==> src/rtl/harvard_pkg.sv <==
// Shared types and constants for the Harvard core sequencer.
package harvard_pkg;

   localparam int          TMR_W         = 8;
   localparam logic [31:0] HALT_ADDR_DEF = 32'h0000_0000;

   typedef enum logic [2:0] {
      S_IDLE   = 3'd0,
      S_FETCH  = 3'd1,
      S_DECODE = 3'd2,
      S_EXEC   = 3'd3,
      S_MEM    = 3'd4,
      S_WB     = 3'd5,
      S_HALT   = 3'd6
   } state_t;

   // FETCH and MEM are the only states that wait on a memory handshake.
   function automatic logic is_wait_state(input state_t s);
      return (s == S_FETCH) || (s == S_MEM);
   endfunction

endpackage

==> src/rtl/harvard_sequencer_if.sv <==
// Handshake and strobe bundle between the sequencer and the core datapath.
interface harvard_sequencer_if;

   logic        clk_enable;
   logic        instr_valid;
   logic        mem_ready;
   logic        mem_active;
   logic        reg_active;
   logic [31:0] pc_next;

   logic        fetch_req;
   logic        decode_en;
   logic        exec_en;
   logic        mem_req;
   logic        wb_en;
   logic        pc_en;
   logic        active;
   logic        fault;
   logic [2:0]  state;

   modport master (
      input  clk_enable, instr_valid, mem_ready, mem_active, reg_active, pc_next,
      output fetch_req, decode_en, exec_en, mem_req, wb_en, pc_en, active, fault, state
   );

   modport slave (
      output clk_enable, instr_valid, mem_ready, mem_active, reg_active, pc_next,
      input  fetch_req, decode_en, exec_en, mem_req, wb_en, pc_en, active, fault, state
   );

endinterface

==> src/rtl/harvard_wait_timer.sv <==
// Wait-cycle counter for the FETCH/MEM handshakes.
// expired flags the cycle on which one more unanswered wait would reach MEM_TIMEOUT.
module harvard_wait_timer
   import harvard_pkg::*;
#(
   parameter int MEM_TIMEOUT = 255
) (
   input  logic             clk,
   input  logic             reset,
   input  logic             clr,
   input  logic             en,
   output logic [TMR_W-1:0] count,
   output logic             expired
);

   localparam logic [TMR_W-1:0] LAST_WAIT = TMR_W'(MEM_TIMEOUT - 1);

   logic [TMR_W-1:0] cnt_q;
   logic [TMR_W-1:0] cnt_d;

   // Clear has priority; otherwise count one unanswered wait cycle.
   always_comb begin
      cnt_d = cnt_q;
      if (clr) begin
         cnt_d = '0;
      end else if (en) begin
         cnt_d = cnt_q + 1'b1;
      end
   end

   // Counter register.
   always_ff @(posedge clk or posedge reset) begin
      if (reset) begin
         cnt_q <= '0;
      end else begin
         cnt_q <= cnt_d;
      end
   end

   assign count   = cnt_q;
   assign expired = (cnt_q == LAST_WAIT);

endmodule

==> src/rtl/harvard_sequencer.sv <==
// Multi-cycle instruction sequencer for the Harvard MIPS core.
//
// state  | meaning
// IDLE   | one cycle after reset before the first fetch
// FETCH  | fetch_req held until instr_valid (or wait timeout)
// DECODE | decode_en strobe
// EXEC   | exec_en strobe, latch mem/reg needs of the instruction
// MEM    | mem_req held until mem_ready (or wait timeout)
// WB     | pc_en strobe, wb_en if the instruction writes a register
// HALT   | core stopped; left only through reset
module harvard_sequencer
   import harvard_pkg::*;
#(
   parameter logic [31:0] HALT_ADDR   = HALT_ADDR_DEF,
   parameter int          MEM_TIMEOUT = 255
) (
   input  logic                 clk,
   input  logic                 reset,
   harvard_sequencer_if.master  bus
);

   state_t           state_q, state_d;
   logic             m_f_q, m_f_d;
   logic             r_f_q, r_f_d;
   logic             fault_q, fault_d;

   logic             handshake;
   logic             tmr_clr;
   logic             tmr_en;
   logic             tmr_expired;
   logic [TMR_W-1:0] tmr_count;
   logic             unused_tmr_count;

   // The count itself is only of interest when probing the timer.
   assign unused_tmr_count = ^tmr_count;

   // Handshake qualification and timer control; handshakes outside their state are ignored.
   always_comb begin
      handshake = ((state_q == S_FETCH) && bus.instr_valid) ||
                  ((state_q == S_MEM)   && bus.mem_ready);
      tmr_clr   = !is_wait_state(state_q);
      tmr_en    = bus.clk_enable && is_wait_state(state_q) && !handshake;
   end

   harvard_wait_timer #(
      .MEM_TIMEOUT (MEM_TIMEOUT)
   ) u_wait_timer (
      .clk     (clk),
      .reset   (reset),
      .clr     (tmr_clr),
      .en      (tmr_en),
      .count   (tmr_count),
      .expired (tmr_expired)
   );

   // Next-state and flag logic; everything holds while the core is stalled.
   always_comb begin
      state_d = state_q;
      m_f_d   = m_f_q;
      r_f_d   = r_f_q;
      fault_d = fault_q;
      if (bus.clk_enable) begin
         case (state_q)
            S_IDLE:   state_d = S_FETCH;
            S_FETCH: begin
               if (handshake) begin
                  state_d = S_DECODE;
               end else if (tmr_expired) begin
                  state_d = S_HALT;
                  fault_d = 1'b1;
               end
            end
            S_DECODE: state_d = S_EXEC;
            S_EXEC: begin
               m_f_d   = bus.mem_active;
               r_f_d   = bus.reg_active;
               state_d = bus.mem_active ? S_MEM : S_WB;
            end
            S_MEM: begin
               if (handshake) begin
                  state_d = S_WB;
               end else if (tmr_expired) begin
                  state_d = S_HALT;
                  fault_d = 1'b1;
               end
            end
            S_WB:     state_d = (bus.pc_next == HALT_ADDR) ? S_HALT : S_FETCH;
            S_HALT:   state_d = S_HALT;
            default:  state_d = S_IDLE;
         endcase
      end
   end

   // State and latched-flag registers.
   always_ff @(posedge clk or posedge reset) begin
      if (reset) begin
         state_q <= S_IDLE;
         m_f_q   <= 1'b0;
         r_f_q   <= 1'b0;
         fault_q <= 1'b0;
      end else begin
         state_q <= state_d;
         m_f_q   <= m_f_d;
         r_f_q   <= r_f_d;
         fault_q <= fault_d;
      end
   end

   // Moore outputs; one-cycle strobes are suppressed during a stall, level requests are not.
   always_comb begin
      bus.fetch_req = (state_q == S_FETCH);
      bus.decode_en = bus.clk_enable && (state_q == S_DECODE);
      bus.exec_en   = bus.clk_enable && (state_q == S_EXEC);
      bus.mem_req   = (state_q == S_MEM) && m_f_q;
      bus.wb_en     = bus.clk_enable && (state_q == S_WB) && r_f_q;
      bus.pc_en     = bus.clk_enable && (state_q == S_WB);
      bus.active    = (state_q != S_HALT);
      bus.fault     = fault_q;
      bus.state     = state_q;
   end

endmodule

==> src/flat_wrapper.sv <==
// flat-port wrapper written by rule: the top's interface ports become plain ports
module harvard_sequencer_flat import harvard_pkg::*;
#(
   parameter logic [31:0] HALT_ADDR   = HALT_ADDR_DEF,
   parameter int          MEM_TIMEOUT = 255
)
  (clk, reset, bus_clk_enable, bus_instr_valid, bus_mem_ready, bus_mem_active, bus_reg_active, bus_pc_next, bus_fetch_req, bus_decode_en, bus_exec_en, bus_mem_req, bus_wb_en, bus_pc_en, bus_active, bus_fault, bus_state);
  harvard_sequencer_if bus_i ();
  input  logic clk;
  input  logic reset;
  input wire logic [$bits(bus_i.clk_enable)-1:0] bus_clk_enable;
  input wire logic [$bits(bus_i.instr_valid)-1:0] bus_instr_valid;
  input wire logic [$bits(bus_i.mem_ready)-1:0] bus_mem_ready;
  input wire logic [$bits(bus_i.mem_active)-1:0] bus_mem_active;
  input wire logic [$bits(bus_i.reg_active)-1:0] bus_reg_active;
  input wire logic [$bits(bus_i.pc_next)-1:0] bus_pc_next;
  output wire logic [$bits(bus_i.fetch_req)-1:0] bus_fetch_req;
  output wire logic [$bits(bus_i.decode_en)-1:0] bus_decode_en;
  output wire logic [$bits(bus_i.exec_en)-1:0] bus_exec_en;
  output wire logic [$bits(bus_i.mem_req)-1:0] bus_mem_req;
  output wire logic [$bits(bus_i.wb_en)-1:0] bus_wb_en;
  output wire logic [$bits(bus_i.pc_en)-1:0] bus_pc_en;
  output wire logic [$bits(bus_i.active)-1:0] bus_active;
  output wire logic [$bits(bus_i.fault)-1:0] bus_fault;
  output wire logic [$bits(bus_i.state)-1:0] bus_state;
  assign bus_i.clk_enable = bus_clk_enable;
  assign bus_i.instr_valid = bus_instr_valid;
  assign bus_i.mem_ready = bus_mem_ready;
  assign bus_i.mem_active = bus_mem_active;
  assign bus_i.reg_active = bus_reg_active;
  assign bus_i.pc_next = bus_pc_next;
  assign bus_fetch_req = bus_i.fetch_req;
  assign bus_decode_en = bus_i.decode_en;
  assign bus_exec_en = bus_i.exec_en;
  assign bus_mem_req = bus_i.mem_req;
  assign bus_wb_en = bus_i.wb_en;
  assign bus_pc_en = bus_i.pc_en;
  assign bus_active = bus_i.active;
  assign bus_fault = bus_i.fault;
  assign bus_state = bus_i.state;
  harvard_sequencer #(.HALT_ADDR(HALT_ADDR), .MEM_TIMEOUT(MEM_TIMEOUT)) u_core (.clk(clk), .reset(reset), .bus(bus_i));
endmodule
==> config.mk <==
export PLATFORM = sky130hd
export DESIGN_NAME = harvard_sequencer_flat
export DESIGN_NICKNAME = d
export VERILOG_FILES = /design/src/rtl/harvard_pkg.sv /design/src/rtl/harvard_sequencer_if.sv /design/src/rtl/harvard_wait_timer.sv /design/src/rtl/harvard_sequencer.sv /design/src/flat_wrapper.sv
export SDC_FILE = /design/constraint.sdc
export NUM_CORES = 1
export LEC_CHECK = 0
export BUFFER_PORTS_ARGS = -buffer_cell sky130_fd_sc_hd__buf_2
export CAP_MARGIN = 20
export CORE_UTILIZATION = 39
export CTS_CLUSTER_SIZE = 24
export DETAILED_ROUTE_END_ITERATION = 8
export PLACE_DENSITY = 0.84
export SLEW_MARGIN = 25
export SYNTH_ARGS = -nofsm -noshare
export SYNTH_HDL_FRONTEND = slang
export SYNTH_SLANG_ARGS = --single-unit
==> constraint.sdc <==
create_clock -name clk -period 1.6 [get_ports clk]
set_input_delay 0 -clock clk [delete_from_list [all_inputs] [get_ports clk]]
set_output_delay 0 -clock clk [all_outputs]
set_load 0.05 [all_outputs]
==> results_dict.tcl <==
set metrics [dict create \
    status "finished clean" \
    final_util_pct 63.7 \
    ys_seq_area_share_pct 38.0 \
    vias 1146 \
    rsz0062_at_grt "true" \
    final_cell_mix "buf_2 (47), buf_4 (17), dfrtp_1 (11), a21oi_1 (8), nor4_1 (8)" \
    total_power_mw 2.01 \
    routedWlPerCell_um 14.7 \
    start_kind "register" \
    ys_async_sr_fraction_pct 100 \
    slew_violations 0 \
    cellInternalPower_mw 1.04 \
    hold_viol 0 \
    grt-busiest-layer "met2" \
    die_h_um 50.6 \
    hp-class "primary input to register" \
    crit_path_top_delay_cell "dfrtp_2" \
    seqCellArea_sq_um 354 \
    finClkSkew_ps 5.83 \
    synthFlopType "dfrtp_1" \
    arrival_ps 1770 \
    min_period_ps 1560 \
    yosys.area.top_type "dfrtp_1" \
    cts_tree "yes" \
    synthSimpleGateAreaFrac_pct 33.3 \
    overflow 0 \
    clockBufferDepth 2 \
    dp_cells 181 \
    antennaDiodeCount 0 \
    io_buffers 49 \
    path_cells "nand3b_1 -> buf_4 -> a21oi_4 -> o21ai_0 -> a21oi_1" \
    synth_top_family_by_area "simple AND/OR/NAND/NOR gates" \
    holdWs_ps 42.1 \
    cpPeakStageDelay_ps 480 \
    drc_errors 0 \
    antenna_found_initial 0 \
    yosysWarnings 0 \
    synth_cells 105 \
    tightest_slew_ps 551 \
    final_common_cell "buf_2" \
    die_x_um 50.6 \
    syn-num-nets 146 \
    sw_frac_of_total_pct 48.1 \
    instances_no_fill 198 \
    core_area_sq_um 2210 \
    grt_max_degree 16 \
    pin_count 50 \
    drtPass1Iterations 4 \
    drt_iter0_drc 23 \
    switchingPower_mw 0.965 \
    grt_pass1_wl_um 4330 \
    cp.required_ps 1810 \
    syn-mean-instance-area_sq_um 8.77 \
    clk_latency_ps 300 \
    grt_pass1_vias 1022 \
    path_clk_slew_ps 90 \
    p_comb_share_pct 60.6 \
    multi_input_area_sq_um 587 \
    synthXorXnorAreaFrac_pct 0.951 \
    synthAdderAreaFrac_pct 2.72 \
    cts_max_level 1 \
    seq_power_share_pct 28.1 \
    core.rowCount 17 \
    synth-compound-area-share_pct 17.8 \
    crit_path_end_kind "register" \
    synth_edf_count 0 \
    synthMuxAreaShare_pct 2.45 \
    area_growth_pct 53.1 \
    routabilityCongestion 0.836 \
    finalNetCount 212 \
    fmax_mhz 643 \
    synth_area_leaders "dfrtp_1 (38%), nor4_1 (5.4%), a21oi_1 (4.9%)" \
    drt_wl_total_um 2910 \
    antenna_left 0 \
    cts_root_buf "clkbuf_4" \
    slew_headroom_pct 63.2 \
    synth.distinct_cells 39 \
    synth-seq-cells 14 \
    synth_top_area_share_pct 38.0 \
    dpl.hpwl_um 2050 \
    finalCritPeriodShare_pct 97.2 \
    pwr_density_cell_nw_per_um2 1420 \
    fillCellCount 195 \
    gr-usage-met1_pct 25.1 \
    critical_path_class "register to register" \
    setup_viol 0 \
    ir_worst_vdd_uv 1040 \
    vias_per_cell 5.79 \
    grt_use_total_pct 23.1 \
    die-area_sq_um 2560 \
    cts_made_buffers 3 \
    clock_sinks 14 \
    initial_core_util_pct 41.6 \
    drive_gt1_share_pct 46.5 \
    critPathMaxFanout 10 \
    syn_area_sq_um 921 \
    use_met2_pct 40.9 \
    power_leakage_nw 0.654 \
    use_met3_pct 6.97 \
    pwr-share-clk_pct 11.3 \
    cap_violations 0 \
]
==> Yosys cell counts, types with 2 or more instances <==
master / n
inv_1: 3
nand2_1: 6
nand2b_1: 3
or3_1: 4
o41ai_1: 3
mux2_1: 2
or4_1: 2
nand3b_1: 4
ha_1: 2
nand4_1: 5
nor4_1: 8
a21oi_1: 9
o21ai_1: 3
o211ai_1: 2
buf_2: 2
a31oi_1: 2
clkbuf_1: 5
o21ai_0: 2
nor2_1: 4
and4_1: 2
dfrtp_1: 14
==> layout make-up <==
| class | count | area share [%] |
|---|---|---|
| clock buffers | 4 | 1.86 |
| inverters | 4 | 1.06 |
| multi-input cells | 81 | 41.6 |
| flip-flops and latches | 14 | 25.1 |
| well taps | 28 | 2.48 |
| repair buffers | 67 | 27.9 |
==> flip-flops by register name, indices dropped and copies added (netlist names) <==
signal,count
u_core.m_f_q,1
u_core.r_f_q,1
u_core.bus.state,3
u_core.u_wait_timer.count,8
u_core.bus.fault,1
==> worst paths after layout <==
| check | startpoint | to | slack [ps] | cells past startpoint |
|---|---|---|---|---|
| worst max-delay path | u_core.bus.state[0] | u_core.u_wait_timer.count[3] | 40 | 5 |
| worst min-delay path | bus_instr_valid | u_core.bus.state[0] | 40 | 3 |
| worst max register to register | u_core.bus.state[0] | u_core.u_wait_timer.count[3] | 40 | 5 |
| worst min register to register | u_core.bus.fault | u_core.bus.fault | 480 | 2 |
| max in group asynchronous | reset | u_core.bus.state[0] | 930 | 3 |
| min in group asynchronous | reset | u_core.m_f_q | 270 | 3 |
==> kinds of logic after synthesis <==
kind of cell,after synthesis
compound gates,26
xor+xnor,1
fa+ha+maj,2
buf+inv,11
flops,14
mux,2
simple gates,49
==> repair_timing <==
action,4_1_cts,5_1_grt
gates resized for setup,3,2
pin swaps,0,2
cloned,0,1
setup endpoints to repair,4,5
endpoints found under the hold margin,16,0
hold buffers,3,0
setup buffers,0,9
==> metal layers <==
metal  up-vias  part of all wire, %
met1       539                   38
met4         0                  2.2
li1        540                    -
met5         -                    0
met3        10                  7.0
met2        57                   53
==> power groups by stage <==
stage | sequential, mW | combinational [mW] | clock, mW
after floorplan | 0.625 | 0.710 | 0
after global placement | 0.574 | 0.968 | 0
after detailed placement | 0.585 | 0.997 | 0
after CTS | 0.583 | 1.02 | 0.229
after global routing | 0.574 | 1.29 | 0.246
final | 0.564 | 1.22 | 0.227
==> per-stage QoR <==
stage | worst slack [ps] | cell area [sq um] | setup TNS (ps)
2_1_floorplan | -67.5 | 982 | -246
3_3_place_gp | 123 | 1260 | 0
3_5_place_dp | -35.7 | 1260 | -35.7
4_1_cts | 12.5 | 1330 | 0
5_1_grt | -49.8 | 1410 | -88.8
6_report | 44.8 | 1410 | 0
==> critical path, delay by kind of cell, from the launching register on <==
kind / cells / cell delay, ps
flops: 1 / 480
buf+inv: 1 / 190
simple gates: 1 / 250
compound gates: 3 / 550
No activity file was read; power rests on OpenSTA's default activity.
